## src/rtl/sqrt_arbiter.sv

```systemverilog
// sqrt_arbiter: round-robin front end sharing one square-root core between
// N_REQ requesters, with a watchdog that answers with an error if the core stalls.
module sqrt_arbiter #(
  parameter int N_REQ       = 4,
  parameter int F_DW        = 7,
  parameter int TIMEOUT_CYC = 64
) (
  input  logic                      clk,
  input  logic                      rst,
  input  logic [N_REQ-1:0]          req_valid_i,
  output logic [N_REQ-1:0]          req_ready_o,
  input  logic [N_REQ*(F_DW+1)-1:0] req_s_i,
  input  logic [N_REQ-1:0]          req_odd_i,
  input  logic [N_REQ-1:0]          req_inv_i,
  input  logic [N_REQ-1:0]          req_special_i,
  output logic [N_REQ-1:0]          resp_valid_o,
  output logic [2*(F_DW+1)-1:0]     resp_res_o,
  output logic                      resp_err_o,
  output logic                      core_doSqrt_o,
  output logic [F_DW:0]             core_s_o,
  output logic                      core_odd_o,
  output logic                      core_inv_o,
  output logic                      core_special_o,
  input  logic                      core_valid_i,
  input  logic [2*(F_DW+1)-1:0]     core_res_i,
  output logic                      busy_o
);
  localparam int SW = F_DW + 1;
  localparam int RW = 2 * SW;
  localparam int IW = $clog2(N_REQ);
  localparam int CW = $clog2(TIMEOUT_CYC) + 1;

  typedef enum logic [1:0] {IDLE, ISSUE, WAIT, RESP} state_e;

  state_e        state_q, state_d;
  logic [IW-1:0] rr_ptr_q, rr_ptr_d;
  logic [IW-1:0] gnt_q, gnt_d;
  logic [SW-1:0] s_q, s_d;
  logic          odd_q, odd_d, inv_q, inv_d, special_q, special_d;
  logic [RW-1:0] res_q, res_d;
  logic          err_q, err_d;
  logic [CW-1:0] cnt_q, cnt_d;
  logic [IW-1:0] cand, win_idx;
  logic          win_found;
  logic          handshake;

  // Round-robin scan starting one past the last winner.
  always_comb begin
    // NOTE: every variable gets a default before any branch, so no latch is inferred.
    win_found = 1'b0;
    win_idx   = '0;
    cand      = '0;
    for (int i = 1; i <= N_REQ; i++) begin
      cand = IW'((int'(rr_ptr_q) + i) % N_REQ);
      if (!win_found && req_valid_i[cand]) begin
        win_found = 1'b1;
        win_idx   = cand;
      end
    end
  end

  assign handshake = (state_q == IDLE) && win_found && rst;

  always_comb begin
    state_d   = state_q;
    rr_ptr_d  = rr_ptr_q;
    gnt_d     = gnt_q;
    s_d       = s_q;
    odd_d     = odd_q;
    inv_d     = inv_q;
    special_d = special_q;
    res_d     = res_q;
    err_d     = err_q;
    cnt_d     = cnt_q;
    unique case (state_q)
      IDLE: begin
        if (handshake) begin
          gnt_d     = win_idx;
          rr_ptr_d  = win_idx;
          s_d       = req_s_i[int'(win_idx)*SW +: SW];
          odd_d     = req_odd_i[win_idx];
          inv_d     = req_inv_i[win_idx];
          special_d = req_special_i[win_idx];
          state_d   = ISSUE;
        end
      end
      ISSUE: begin
        cnt_d   = '0;
        state_d = WAIT;
      end
      WAIT: begin
        cnt_d = cnt_q + 1'b1;
        // A completing core takes precedence over the watchdog.
        if (core_valid_i) begin
          res_d   = core_res_i;
          err_d   = 1'b0;
          state_d = RESP;
        end else if (cnt_d == CW'(TIMEOUT_CYC - 1)) begin
          res_d   = '0;
          err_d   = 1'b1;
          state_d = RESP;
        end
      end
      RESP:    state_d = IDLE;
      default: state_d = IDLE;
    endcase
  end

  always_comb begin
    // Ready is qualified by rst so the grant vector is also quiet while held in reset.
    req_ready_o    = handshake ? (N_REQ'(1) << win_idx) : '0;
    resp_valid_o   = (state_q == RESP) ? (N_REQ'(1) << gnt_q) : '0;
    resp_res_o     = res_q;
    resp_err_o     = err_q;
    core_doSqrt_o  = (state_q == ISSUE);
    core_s_o       = s_q;
    core_odd_o     = odd_q;
    core_inv_o     = inv_q;
    core_special_o = special_q;
    busy_o         = (state_q != IDLE);
  end

  always_ff @(posedge clk or negedge rst) begin
    if (!rst) begin
      state_q   <= IDLE;
      rr_ptr_q  <= IW'(N_REQ - 1);
      gnt_q     <= '0;
      s_q       <= '0;
      odd_q     <= 1'b0;
      inv_q     <= 1'b0;
      special_q <= 1'b0;
      res_q     <= '0;
      err_q     <= 1'b0;
      cnt_q     <= '0;
    end else begin
      // NOTE: non-blocking assignments so every register samples pre-edge values.
      state_q   <= state_d;
      rr_ptr_q  <= rr_ptr_d;
      gnt_q     <= gnt_d;
      s_q       <= s_d;
      odd_q     <= odd_d;
      inv_q     <= inv_d;
      special_q <= special_d;
      res_q     <= res_d;
      err_q     <= err_d;
      cnt_q     <= cnt_d;
    end
  end

endmodule
```

## config.mk

```make
export PLATFORM = sky130hd
export DESIGN_NAME = sqrt_arbiter
export DESIGN_NICKNAME = d
export VERILOG_FILES = /design/src/rtl/sqrt_arbiter.sv
export SDC_FILE = /design/constraint.sdc
export NUM_CORES = 1
export LEC_CHECK = 0
export CORE_AREA = 2 2 56 110
export CTS_CLUSTER_DIAMETER = 60
export DETAILED_ROUTE_END_ITERATION = 8
export DIE_AREA = 0 0 58 112
export PLACE_DENSITY = 0.93
export SLEW_MARGIN = 15
export SYNTH_ARGS = -nofsm -noshare
export SYNTH_HDL_FRONTEND = slang
export SYNTH_SLANG_ARGS = --single-unit
```

## constraint.sdc

```tcl
create_clock -name clk -period 7.5 [get_ports clk]
set_clock_uncertainty 0.15 [all_clocks]
set_input_delay 2.25 -clock clk [delete_from_list [all_inputs] [get_ports clk]]
set_output_delay 2.25 -clock clk [all_outputs]
set_load 0.05 [all_outputs]
```

==> results.sh <==
export IMPL_drive_above_1_share_pct=6.54
export IMPL_crit_family="buffers and inverters"
export IMPL_reg2reg_slack_ns=5.06
export IMPL_avgSynthCellArea_um2=9.29
export IMPL_yosysUniqueCellTypes=44
export IMPL_leakage_nw=1.58
export IMPL_post_cts_resize_count=0
export IMPL_grt_pass1_wl_mm=11.4
export IMPL_grt_pass1_vias=2508
export IMPL_io_pins=105
export IMPL_grt_max_degree=42
export IMPL_final_max_slew_viol_count=0
export IMPL_layout_commonest_cell="clkdlybuf4s50_1"
export IMPL_p_switching_uw=708
export IMPL_ys_ff_latch=41
export IMPL_die_height_um=112
export IMPL_hpwl_mm=5.18
export IMPL_grt_overflow=0
export IMPL_reg2reg_to="state_q[1]"
export IMPL_tritoncts="yes"
export IMPL_syn_nets=340
export IMPL_hold_buffers=0
export IMPL_final_cells=428
export IMPL_cp_end_kind="output port"
export IMPL_rows=39
export IMPL_cts_setup_buffers=0
export IMPL_cts_num_sinks=41
export IMPL_drc=0
export IMPL_path_buf_inv=2
export IMPL_synth_edf_count=0
export IMPL_synth_flop_cell="dfrtp_1"
export IMPL_critPathMaxStageDelay_ns=0.69
export IMPL_critPathLaunchType="primary input"
export IMPL_htreeDepth=2
export IMPL_power_switching_share_pct=46.2
export IMPL_drt_iter0_drc=89
export IMPL_n_fill_cell=461
export IMPL_rsz0062_at_grt="no"
export IMPL_setup_tns_final_ns=0
export IMPL_cts_buffer_depth=2
export IMPL_worstHoldStart="core_inv_o"
export IMPL_gp_congestion=0.786
export IMPL_dr_pass1_iters=6
export IMPL_root_buffer="clkbuf_16"
export IMPL_setup_viol=0
export IMPL_worst_setup_path_type="primary input to output port"
export IMPL_gr_usage_all_layers_pct=22.2
export IMPL_fin_nets=440
export IMPL_yosysSeqAreaShare_pct=41.6
export IMPL_via_per_inst=5.59
export IMPL_p_comb_share_pct=56.6
export IMPL_min_path_type="register to register"
export IMPL_arrival_ns=4.49
export IMPL_numPlacedInstances=420
export IMPL_fp_dieArea_um2=6500
export IMPL_initial_core_util_pct=43.6
export IMPL_r2r_start="state_q[0]"
export IMPL_clk_pin_slew_ns=0.06
export IMPL_routed_wl_mm=6.92
export IMPL_max_slew_margin_rel_pct=39.3
export IMPL_period_share_pct=91.8
export IMPL_antenna_left=0
export IMPL_power_mw=1.53
export IMPL_hold_path_cell_count=2
export IMPL_final_cell_mix="clkdlybuf4s50_1 (101), dfrtp_1 (39), nand2_1 (29)"
export IMPL_insertedDiodeCount=0
export IMPL_antenna_found_initial=0
export IMPL_area_growth_pct=50.2
export IMPL_crit_chain="clkdlybuf4s50_1 > or4_4 > and3_1 > and3_1 > clkdlybuf4s50_1"
export IMPL_wire_per_inst_um=16.2
export IMPL_fin_crit_ns=6.89
export IMPL_tightest_slew_ns=0.911
export IMPL_io_buffer_count=104
export IMPL_die_x_um=58
export IMPL_via_count=2393
export IMPL_cp_required_ns=5.10
export IMPL_cp_slowest_cell="clkdlybuf4s50_1"
export IMPL_hold_end="core_inv_o"
export IMPL_fmax_mhz=145
export IMPL_synth_cells=266
export IMPL_ys_warnings_count=0
export IMPL_clock_power_share_pct=18.4
export IMPL_synthArstFlopShare_pct=100
export IMPL_ir_drop_mv=0.341
export IMPL_synthesis_area_um2=2470
export IMPL_hold_viol=0
export IMPL_clock_latency_ns=0.28
export IMPL_p_int_uw=823
export IMPL_coreArea_um2=5660
export IMPL_cap_violations=0
export IMPL_reg2reg_depth=6
export IMPL_status="complete, no violations"
export IMPL_cp_max_fo=7
export IMPL_pwr_share_seq_pct=25.0
export IMPL_cts_inserted_buffers=5
export IMPL_p_per_area_nw_per_um2=413
power by group through the flow:
| stage | clock network (mW) | registers, mW | logic [mW] |
|---|---|---|---|
| 2_1_floorplan | 0 | 0.589 | 0.389 |
| 3_3_place_gp | 0 | 0.377 | 0.842 |
| 3_5_place_dp | 0 | 0.381 | 0.867 |
| 4_1_cts | 0.285 | 0.380 | 0.874 |
| 5_1_grt | 0.294 | 0.393 | 0.926 |
| 6_report | 0.282 | 0.382 | 0.867 |
per-layer routing:
| layer | vias to the layer above | GRT usage, % | part of all wire [%] |
|---|---|---|---|
| li1 | 1128 | - | - |
| met1 | 1155 | 23.0 | 36 |
| met2 | 91 | 42.0 | 55 |
| met3 | 19 | 3.95 | 5.8 |
| met4 | 0 | 8.84 | 2.8 |
| met5 | - | 0 | 0 |
flip-flops by register name, indices dropped and copies added, names as in the netlist:
register,cells
core_special_o,1
resp_res_o,16
core_odd_o,1
rr_ptr_q,2
state_q,2
core_s_o,8
cnt_q,7
resp_err_o,1
gnt_q,2
core_inv_o,1
how the worst max path moves through the flow:
stage / startpoint / to / slack, ns / cells past startpoint
global route: req_valid_i[3] / req_ready_o[1] / 0.53 / 5
CTS: req_valid_i[1] / req_ready_o[2] / 0.62 / 5
floorplan: req_valid_i[0] / req_ready_o[0] / 1.06 / 5
finish: req_valid_i[1] / req_ready_o[2] / 0.61 / 5
detailed placement: req_valid_i[1] / req_ready_o[2] / 0.64 / 5
global placement: req_valid_i[1] / req_ready_o[2] / 0.65 / 5
cell usage after synthesis (2+ instances only):
master,n,share of area (%)
buf_4,3,0.91
dfrtp_1,39,40
buf_6,2,0.91
mux2i_1,24,9.7
a31oi_1,2,0.51
nand3_1,6,1.2
o221ai_1,11,3.9
buf_2,2,0.41
clkbuf_1,5,0.76
o21ai_0,24,4.9
nor3_1,2,0.41
xnor2_1,3,1.1
o21ai_1,2,0.41
and2_1,2,0.51
nor2_1,6,0.91
and3_1,4,1.0
nor2b_1,18,4.6
nand2_1,29,4.4
ha_1,7,3.5
o22ai_1,2,0.51
a21oi_1,18,3.6
inv_1,13,2.0
nor3b_1,2,0.61
dfstp_2,2,2.1
nand4_1,2,0.51
nand2b_1,18,4.6
kinds of logic (layout without fill, tap and decap cells):
group / Yosys count / count (layout) / share of synthesized area [%]
AO/OA/AOI/OAI: 66 / 66 / 16.6
XOR/XNOR: 4 / 4 / 1.42
adder cells (fa/ha/maj): 7 / 7 / 3.55
buffers and inverters: 26 / 127 / 5.12
flip-flops: 41 / 41 / 41.6
multiplexers: 24 / 24 / 9.73
AND/OR/NAND/NOR: 98 / 98 / 21.9
worst reg2reg max path: cells and delay by family (launching register included):
family | cells | cell delay [ns]
flops | 1 | 0.42
fa+ha+maj | 1 | 0.77
simple gates | 3 | 0.59
buf+inv | 1 | 0.14
compound gates | 1 | 0.26
final cells by class:
class,count,area (µm²),area share (%)
multi-input combinational,199,1320,35.5
timing repair buffer,106,1050,28.2
sequential,41,1030,27.7
clock buffer,5,125,3.37
tap,61,76.3,2.06
clock inverter,3,68.8,1.86
inverter,13,48.8,1.32
per-stage QoR:
step / setup WS [ns] / hold WS, ns / area, µm² / util [%]
floorplan: 1.06 / 0.308 / 2470 / -
global placement: 0.652 / 0.320 / 3510 / 62.1
detailed placement: 0.641 / 0.323 / 3510 / 62.1
CTS: 0.622 / 0.339 / 3710 / 65.5
global route: 0.532 / 0.378 / 3710 / 65.5
finish: 0.612 / 0.342 / 3710 / 65.5
(Power assumes the default switching activity.)
==> RTL edit 1, RTL diff (same settings) <==
The parameter `TIMEOUT_CYC` goes from 64 to 32.
--- a/src/rtl/sqrt_arbiter.sv
+++ b/src/rtl/sqrt_arbiter.sv
@@ -4,5 +4,5 @@
   parameter int N_REQ       = 4,
   parameter int F_DW        = 7,
-  parameter int TIMEOUT_CYC = 64
+  parameter int TIMEOUT_CYC = 32
 ) (
   input  logic                      clk,
Behaviour: no difference found for any inputs over 10 cycles, from zero or initial values and one cycle with rst low; that may be too few to reach the edited logic, so the function may still have changed.
==> RTL edit 1 against the unedited design <==
- sequential cell count is 1 lower
- final area is 8.2% lower
- area after synthesis is 11% lower
- worst setup slack worse by 0.064 ns
- global-route usage is 1.5 points lower
- routed wire length is 8.8% lower
- worst hold slack better by 0.0027 ns
- power is 7.6% lower
- highest routed layer unchanged
==> RTL edit 1: results (changes against the unedited design) <==
setup_path:
  critical_path.max_fanout: 16  # +9
  crit_arrival_ns: 4.55  # +0.06 ns
  slowest_delay_ns: 0.81  # +0.12 ns
  crit_end: "req_ready_o[0]"
  r2r_setup_slack_ns: 4.94  # -0.12 ns
  crit_start: "req_valid_i[2]"
  worstReg2RegStart: "rr_ptr_q[1]$_DFFE_PN1P_"
  reg2reg_depth: 5  # -1
  r2r-end: "core_s_o[3]$_DFFE_PN0P_"
cells_and_area:
  drive_gt1_frac: 0.102  # +0.0366
  seq_area_frac: 0.295  # +0.0174
  nClkBuffers: 7  # +2
  final-clk-cell-share: 0.0404  # -0.0119
  layoutNonFillerInstCount: 365  # -15%
  multi_input_gates: 138  # -31%
  buffer_area_frac: 0.308  # +0.0259
  multi_input_area_share: 0.321  # -0.0334
  layout.nets: 377  # -14%
  n_all_inverters: 12  # -1
  num-fill-cells: 471  # +2.2%
placement:
  dpl.cell_count: 357  # -15%
  gp_congestion: 0.849  # +8.0%
  dpl.hpwl_mm: 4.95  # -4.5%
grt:
  use_met2: 0.377  # -0.0424
  use_met3: 0.0302  # -0.00929
  grt_util_all_layers: 0.207  # -0.0153
  grt_max_degree: 41  # -2.4%
  grt_pass1_vias: 2168  # -14%
power_and_ir_drop:
  ir_drop_uv: 360  # +5.4%
  p_leak_nw: 1.49  # -5.9%
  swShare: 0.465  # +0.00298
logic_synthesis:
  syn-num-nets: 275  # -19%
  synth_top_cells_by_area: "dfrtp_1 43%, a22o_1 6.3%, mux2i_1 6.3%, mux2_2 5.6%, a221o_1 5.0%"
  synth-seq-area-share: 0.455  # +0.0382
  synth_cell_type_count: 42  # -4.5%
  syn_inst: 201  # -24%
route:
  wl_met2_mm: 3.63  # -5.1%
  drtIter0Drc: 63  # -29%
  drt_first_pass_iters: 4  # -2
  m1WireLength_mm: 2.12  # -15%
  vias_per_cell: 5.52  # -1.3%
  post_drt_wl_per_cell_um: 17.3  # +6.9%
hold_path:
  hp-start: "resp_err_o$_DFFE_PN0P_"
  min_to: "resp_err_o$_DFFE_PN0P_"
clocking:
  cts_buffer_depth: 2  # unchanged
  htree_num_levels: 2  # unchanged
run_status:
  status: "finished, final reports clean"
sta:
  timing.final.crit_period_ns: 6.95  # +0.0638 ns
[RTL edit 1: power groups by stage]
| stage | Clock (mW) | Combinational, mW | Sequential, mW |
|---|---|---|---|
| 6_report | 0.204 | 0.832 | 0.380 |
| 5_1_grt | 0.218 | 0.876 | 0.393 |
| 4_1_cts | 0.207 | 0.837 | 0.379 |
| 3_5_place_dp | 0 | 0.832 | 0.380 |
| 3_3_place_gp | 0 | 0.814 | 0.375 |
| 2_1_floorplan | 0 | 0.345 | 0.598 |
[RTL edit 1: stage by stage]
step           hold WS, ns  cell area (sq um)
2_1_floorplan        0.330               2210
3_3_place_gp         0.331               3270
3_5_place_dp         0.330               3270
4_1_cts              0.351               3400
5_1_grt              0.370               3400
6_report             0.345               3400
[RTL edit 1: logic make-up (layout without fill, tap and decap cells)]
family	Yosys count	count (layout)	synth area share
AOI/OAI and AO/OA	51	51	0.194
DFF	40	40	0.455
adders and majority gates	7	7	0.0397
muxes	26	26	0.125
buffers and inverters	23	126	0.0499
and+or+nand+nor	54	54	0.137
==> RTL edit 2, RTL diff (config.mk and constraints unchanged) <==
Made on the original files. Reset style: synchronous (`rst`), changed in one clocked block.
--- a/src/rtl/sqrt_arbiter.sv
+++ b/src/rtl/sqrt_arbiter.sv
@@ -121,5 +121,5 @@
   end
 
-  always_ff @(posedge clk or negedge rst) begin
+  always_ff @(posedge clk) begin
     if (!rst) begin
       state_q   <= IDLE;
Function: differs if rst is asserted again (counterexample within 4 cycles, from zero or initial values and one cycle with rst low); with rst held inactive, the same outputs for 10 cycles.
==> RTL edit 2 against the unedited design <==
- final cell count is 4.4% lower
- routed wire length shrank 2.0%
- power decreased by 20%
- synthesized cell count shrank 6.8%
- fmax is 3.7% higher
- final area decreased by 8.1%
- sequential cell count unchanged
- area after synthesis fell by 13%
- worst setup slack gained 0.24 ns
==> RTL edit 2: results (changes against the unedited design) <==
grt:
  globalRouteMet1Util: 0.214  # -0.0161
  grt_max_degree: 25  # -40%
  use_met3: 0.0569  # +0.0174
  grt_util_all_layers: 0.215  # -0.00735
  use_met2: 0.392  # -0.0273
placement:
  dpl.cell_count: 402  # -4.3%
  dpl.hpwl_mm: 5.10  # -1.5%
logic_synthesis:
  yosys-top-cells-count: "41 x dfxtp_1, 24 x nand3_1, 21 x nor2_1"
  synth_top_family_by_area: "compound AO/OA/AOI/OAI gates"
  synthAdderAreaFrac: 0.0410  # +0.00550
  syn-num-nets: 322  # -5.3%
  synth_compound_area_frac: 0.295  # +0.129
  synth_xor_xnor_area_share: 0.00819  # -0.00599
  async_reset_ff_frac: 0  # -1.00
  synth-seq-area-share: 0.384  # -0.0326
setup_path:
  critical_path.max_fanout: 12  # +5
  slowest_stage: "o22ai_1"
cells_and_area:
  seq_area_frac: 0.241  # -0.0366
  seq_cells: 41  # unchanged
  multi_input_area_sq_mm: 0.00119  # -9.6%
  fin_util: 0.602  # -0.0528
  num-fill-cells: 495  # +7.4%
power_and_ir_drop:
  seq_power_share: 0.255  # +0.005
  swShare: 0.443  # -0.0188
route:
  drt_first_pass_iters: 4  # -2
  vias_per_cell: 5.64  # +0.88%
  vias: 2307  # -3.6%
run_status:
  status: "finished, final reports clean"
==> RTL edit 2: cell count changes after synthesis, moves of 12 or more <==
cell | before | now
nand3_1 | 6 | 24
nor2_1 | 6 | 21
nor2b_1 | 18 | 1
nand2_1 | 29 | 17
a22o_1 | 1 | 17
dfxtp_1 | 0 | 41
nand2b_1 | 18 | 3
mux2i_1 | 24 | 1
dfrtp_1 | 39 | 0
==> RTL edit 2: final timing paths <==
kind / endpoint / depth (start not counted) / startpoint
max: req_ready_o[0] / 6 / req_valid_i[1]
min reg2reg: core_special_o$_SDFFE_PN0P_ / 1 / core_special_o$_SDFFE_PN0P_
max reg2reg: core_s_o[2]$_SDFFE_PN0P_ / 6 / rr_ptr_q[1]$_SDFFE_PN1P_
min: core_special_o$_SDFFE_PN0P_ / 1 / core_special_o$_SDFFE_PN0P_
==> RTL edit 2: layer usage <==
metal,vias up,part of all wire
met3,12,0.081
met2,114,0.52
met4,0,0.022
li1,1116,-
met5,-,0
met1,1065,0.37
